--- config.mk ---
export PLATFORM = sky130hd
export DESIGN_NAME = seq_divider
export DESIGN_NICKNAME = d
export VERILOG_FILES = /design/src/rtl/divider_pkg.sv /design/src/rtl/seq_divider_div_step.sv /design/src/rtl/seq_divider.sv
export SDC_FILE = /design/constraint.sdc
export NUM_CORES = 1
export LEC_CHECK = 0
export ABC_AREA = 1
export BUFFER_PORTS_ARGS = -buffer_cell sky130_fd_sc_hd__buf_2
export CAP_MARGIN = 20
export CORE_MARGIN = 1.5
export CORE_UTILIZATION = 48
export CTS_CLUSTER_DIAMETER = 80
export DETAILED_ROUTE_END_ITERATION = 8
export GPL_TIMING_DRIVEN = 1
export PLACE_DENSITY_LB_ADDON = 0.12
export SKIP_CTS_REPAIR_TIMING = 1
export SLEW_MARGIN = 25
export SYNTH_ARGS = -nofsm -noshare
export SYNTH_HDL_FRONTEND = slang
export SYNTH_SLANG_ARGS = --single-unit
--- constraint.sdc ---
create_clock -name clock -period 2.9 [get_ports clock]
set_input_delay 0 -clock clock [delete_from_list [all_inputs] [get_ports clock]]
set_output_delay 0 -clock clock [all_outputs]
set_load 0.02 [all_outputs]
--- src/rtl/divider_pkg.sv ---
// Shared definitions for the sequential restoring divider.
package divider_pkg;

    localparam int DEF_WIDTH = 32;
    localparam int DEF_CNT_W = $clog2(DEF_WIDTH) + 1;

    typedef enum logic [1:0] {
        S_IDLE = 2'd0,
        S_BUSY = 2'd1,
        S_DONE = 2'd2
    } state_t;

    // Iteration counter must hold the value WIDTH itself, hence the extra bit.
    function automatic int cnt_width(input int width);
        return $clog2(width) + 1;
    endfunction

endpackage

--- src/rtl/seq_divider_div_step.sv ---
// One restoring-division iteration: shift in a dividend bit, try to subtract.
module div_step
    import divider_pkg::*;
#(
    parameter int WIDTH = DEF_WIDTH
) (
    input  logic [WIDTH-1:0] i_rem,
    input  logic [WIDTH-1:0] i_dvs,
    input  logic             i_bit,
    output logic [WIDTH-1:0] o_rem,
    output logic             o_qbit
);

    logic [WIDTH:0]   w_shift;
    logic [WIDTH+1:0] w_trial;

    // The shifted remainder can reach 2*|B|-1, so the trial needs a sign bit
    // on top of the WIDTH+1-bit shifted value; a kept remainder is < |B|.
    assign w_shift = {i_rem, i_bit};
    assign w_trial = {1'b0, w_shift} - {2'b00, i_dvs};
    assign o_qbit  = ~w_trial[WIDTH+1];
    assign o_rem   = o_qbit ? w_trial[WIDTH-1:0] : w_shift[WIDTH-1:0];

endmodule

--- src/rtl/seq_divider.sv ---
// Multi-cycle signed divider: one quotient bit per clock, fixed latency.
module seq_divider
    import divider_pkg::*;
#(
    parameter int WIDTH = DEF_WIDTH
) (
    input  logic             clock,
    input  logic             reset,
    input  logic             ctrl_DIV,
    input  logic [WIDTH-1:0] data_operandA,
    input  logic [WIDTH-1:0] data_operandB,
    output logic [WIDTH-1:0] data_result,
    output logic [WIDTH-1:0] data_remainder,
    output logic             data_exception,
    output logic             data_resultRDY,
    output logic             busy
);

    localparam int CW = cnt_width(WIDTH);
    localparam logic [WIDTH-1:0] MIN_VAL = {1'b1, {(WIDTH-1){1'b0}}};

    state_t           r_state;
    logic [CW-1:0]    r_cnt;
    logic [WIDTH-1:0] r_quo;   // dividend magnitude shifting out, quotient shifting in
    logic [WIDTH-1:0] r_rem;
    logic [WIDTH-1:0] r_dvs;
    logic             r_sa;
    logic             r_sb;
    logic             r_dz;
    logic             r_ov;

    logic [WIDTH-1:0] w_abs_a;
    logic [WIDTH-1:0] w_abs_b;
    logic [WIDTH-1:0] w_next_rem;
    logic [WIDTH-1:0] w_q_fix;
    logic [WIDTH-1:0] w_r_fix;
    logic             w_qbit;

    // Magnitudes are kept unsigned, so |most negative| = 2^(WIDTH-1) fits
    // without loss; negating the most negative value yields that pattern.
    assign w_abs_a = data_operandA[WIDTH-1] ? -data_operandA : data_operandA;
    assign w_abs_b = data_operandB[WIDTH-1] ? -data_operandB : data_operandB;

    // Sign fix-up: quotient follows sign(A)^sign(B), remainder follows sign(A).
    // With B=0 every trial succeeds, so r_rem ends up as |A| and the fix-up
    // restores A itself for the remainder.
    assign w_q_fix = (r_sa ^ r_sb) ? -r_quo : r_quo;
    assign w_r_fix = r_sa ? -r_rem : r_rem;

    div_step #(.WIDTH(WIDTH)) u_step (
        .i_rem  (r_rem),
        .i_dvs  (r_dvs),
        .i_bit  (r_quo[WIDTH-1]),
        .o_rem  (w_next_rem),
        .o_qbit (w_qbit)
    );

    // Control FSM, iteration datapath and registered outputs.
    always_ff @(posedge clock) begin
        if (reset) begin
            r_state        <= S_IDLE;
            r_cnt          <= '0;
            r_quo          <= '0;
            r_rem          <= '0;
            r_dvs          <= '0;
            r_sa           <= 1'b0;
            r_sb           <= 1'b0;
            r_dz           <= 1'b0;
            r_ov           <= 1'b0;
            data_result    <= '0;
            data_remainder <= '0;
            data_exception <= 1'b0;
            data_resultRDY <= 1'b0;
            busy           <= 1'b0;
        end else begin
            data_resultRDY <= 1'b0;
            if (ctrl_DIV) begin
                // A new start abandons whatever was in flight.
                r_state <= S_BUSY;
                r_cnt   <= CW'(WIDTH);
                r_quo   <= w_abs_a;
                r_rem   <= '0;
                r_dvs   <= w_abs_b;
                r_sa    <= data_operandA[WIDTH-1];
                r_sb    <= data_operandB[WIDTH-1];
                r_dz    <= (data_operandB == '0);
                r_ov    <= (data_operandA == MIN_VAL) && (data_operandB == '1);
                busy    <= 1'b1;
            end else begin
                case (r_state)
                    S_BUSY: begin
                        r_rem <= w_next_rem;
                        r_quo <= {r_quo[WIDTH-2:0], w_qbit};
                        r_cnt <= r_cnt - CW'(1);
                        if (r_cnt == CW'(1)) begin
                            r_state <= S_DONE;
                            busy    <= 1'b0;
                        end
                    end
                    S_DONE: begin
                        // Overflow needs no override: |MIN|/1 = 2^(WIDTH-1)
                        // reads back as MIN, remainder 0.
                        data_result    <= r_dz ? '0 : w_q_fix;
                        data_remainder <= w_r_fix;
                        data_exception <= r_dz | r_ov;
                        data_resultRDY <= 1'b1;
                        r_state        <= S_IDLE;
                    end
                    default: r_state <= S_IDLE;
                endcase
            end
        end
    end

endmodule

==> metrics <==
Finished Layout Cells approximately 2600; Final Wtd Congestion a little under 1; Num CTS Buffers 17; GRT Util Overall 0.309; synthesis warning total 0; post-synthesis adder-cell area fraction 0.0387; Min Hold Slack -0.0395 ns; DIE AREA 0.0284 mm2; CP Max Fanout 33; die height 168 um; CP required ~3.3 ns; GRT overflow 0; routed via count 14408; CP peak stage delay 0.37 ns; core box area between 0.02 and 0.03 mm2; Post-synth EDFFs 0; Leakage 7.40 nW; post-synth cell types 54; top cell type's share of synthesized area 0.267; Initial Util 0.489; Post-Syn Instances about 2200; min Tclk post-route 2.65 ns; CTS max path bufs 2; CTS Sinks 175; WP buf/inv 3; Mapped Nets 2286; DR iter-0 viols 1388; Post-DP HPWL approximately 34000 um; Ports between 100 and 150; DRC Markers 0; synth-to-layout area growth 12.6%; Synth area leader dfxtp_1; initial antenna violation count 1; Seq/Total Area, Yosys 0.267; Detailed Routing Iterations Pass 1 5; ratio of cells with drive above 1 in the final layout 0.110; Mapped Area 0.0131 mm2; Place WS roughly 0.32 ns; CTS tree done; Final Hold Fails 20; startpoint types flip-flop; die width 168 um; DR vias/cell 5.46; RSZ-0062 raised after global routing false; mux contribution to synthesized area 0; vias in the first global route 13026; clk slew on worst S/H paths 0.09 ns; Least-Margin Pin Slew 1.01 ns; simple logic cell fraction of the synthesized area 0.365; H-tree depth 4; Compound-Gate Fraction of Synth Area 0.148; critical path arrival 3.03 ns; Root Driver clkbuf_16; status complete, but fails checks; Synth Flop Type dfxtp_1; Worst-Skew Late Latency 0.45 ns; Max Cap Viol 0; Cell Count Post-Placement 2592; CP top delay family simple AND/OR/NAND/NOR gates; Min-Delay Path Class input pin to flip-flop; Setup crit end kind flip-flop; Fin Setup TNS 0 ns; Commonest cells post-synth nand2_1 (622), inv_1 (311), nor2_1 (193); top post-synthesis cells by area dfxtp_1 (27%), nand2_1 (18%), inv_1 (8.9%), a21oi_1 (6.4%), nand3_1 (6.4%); max-slew violation count 0; CP cell instances inv_1 > ha_1 > nand2_2 > inv_1 > nand2_1 > nand2_1 > inv_1 > nand3_2 > nand2_2 > nand2_2 > nand2_4 > nand2_4 > nand2_1 > nand3_1 > a21oi_1; Ant. Diodes 0; Wirelength per Cell about 17 um; Final WS setup ~0.25 ns; Cell Pwr Density 418 mW/mm2; largest net degree at the start of global routing 92; ANT nets after route 0; VDD IR max 0.352 mV; post-synthesis xor/xnor area fraction 0.0593; Finish-stage setup viols 0; Avg Cell Area, Syn 6.03 um2; I/O Buffers 133; largest family of logic cells by synthesized area simple AND/OR/NAND/NOR gates; first-pass GRT wire length just under 70000 um; Rel. slew slack 0.323; WS Path Type flip-flop to flip-flop; nets@finish 2392; Clock Skew 0.0160 ns; asr flop ratio synth 0; routed wire length ~44000 um; fin crit share 0.913; row count 60; Max Fclk 0.378 GHz; most frequent cell after synthesis nand2_1; critical path's slowest cell ha_1; failing checks negative hold slack; register bit count reported by yosys 175
==> worst min-delay path: cells and delay by family <==
| family | cells | cell delay (ns) |
|---|---|---|
| AO/OA/AOI/OAI | 1 | 0.05 |
| AND/OR/NAND/NOR | 2 | 0.10 |
| buffers and inverters | 1 | 0.11 |
| XOR/XNOR | 1 | 0.11 |
==> flip-flops by register name (all words and copies together), names as in the netlist <==
signal / cells
data_exception: 1
data_remainder: 32
r_cnt: 6
r_dz: 1
r_ov: 1
r_rem: 32
busy: 1
r_state: 2
r_sa: 1
r_dvs: 32
data_result: 32
r_quo: 32
r_sb: 1
data_resultRDY: 1
==> layout by cell type, fill, tap and decap left out, drive strengths merged <==
cell type    count
ha              39
o221a            1
o41ai            2
dlygate4sd3     15
nor4             9
o32ai            1
o21ai          123
a21boi           3
dfxtp          175
clkinv          13
nand4           41
a41oi            1
nand3b          10
fa               1
buf            153
clkbuf          18
nor2           204
a22oi            1
and2             3
nor3b            1
xor2            68
o31ai            8
a211oi           1
nor3            35
nand3          175
o21a             1
or2              6
a31oi            4
a21oi          183
o21bai           2
a221oi           1
o221ai           8
o211ai          10
inv            326
nand2          633
o22ai            2
xnor2           21
==> worst paths after layout <==
check	depth (start not counted)	from	slack [ns]	end
max	15	r_dvs[7]	0.25	r_rem[17]
min	5	data_operandA[11]	-0.04	r_quo[11]
max reg2reg	15	r_dvs[7]	0.25	r_rem[17]
min reg2reg	2	data_result[20]	0.46	data_result[20]
==> kinds of logic after synthesis <==
group                    count (synthesis)
AO/OA/AOI/OAI                          352
XOR/XNOR                                89
adder cells (fa/ha/maj)                 40
buffers and inverters                  406
flip-flops                             175
AND/OR/NAND/NOR                       1117
==> routing by layer <==
layer  GRT usage  wire length [um]  vias up
li1            -                 -     7180
met1       0.409             19800     6579
met2       0.507             20100      552
met3      0.0454              2800       95
met4       0.120              1610        2
met5           0                19        -
==> stage by stage <==
step	util	instance area (um2)	total power, mW
after floorplan	-	13100	3.41
final	0.551	14800	6.18
after global routing	0.551	14800	6.44
after detailed placement	0.523	14000	3.79
after CTS	0.545	14600	6.16
after global placement	0.523	14000	3.78
==> report_power, final <==
group          leakage (nW)  switching (mW)  internal [mW]
Sequential             1.43          0.0618           2.48
Combinational          5.68           0.853          0.382
Clock                 0.294            1.22           1.19
Total                  7.40            2.13           4.05
==> final cells by class <==
cell class / instances / area, um2
Timing Repair Buffer: 168 / 991
Sequential cell: 175 / 3500
Clock inverter: 14 / 163
Multi-Input combinational cell: 1598 / 8050
Fill cell: 2817 / 12100
Tap cell: 341 / 427
Inverter: 325 / 1220
Clock buffer: 18 / 439
(Power assumes the default switching activity.)
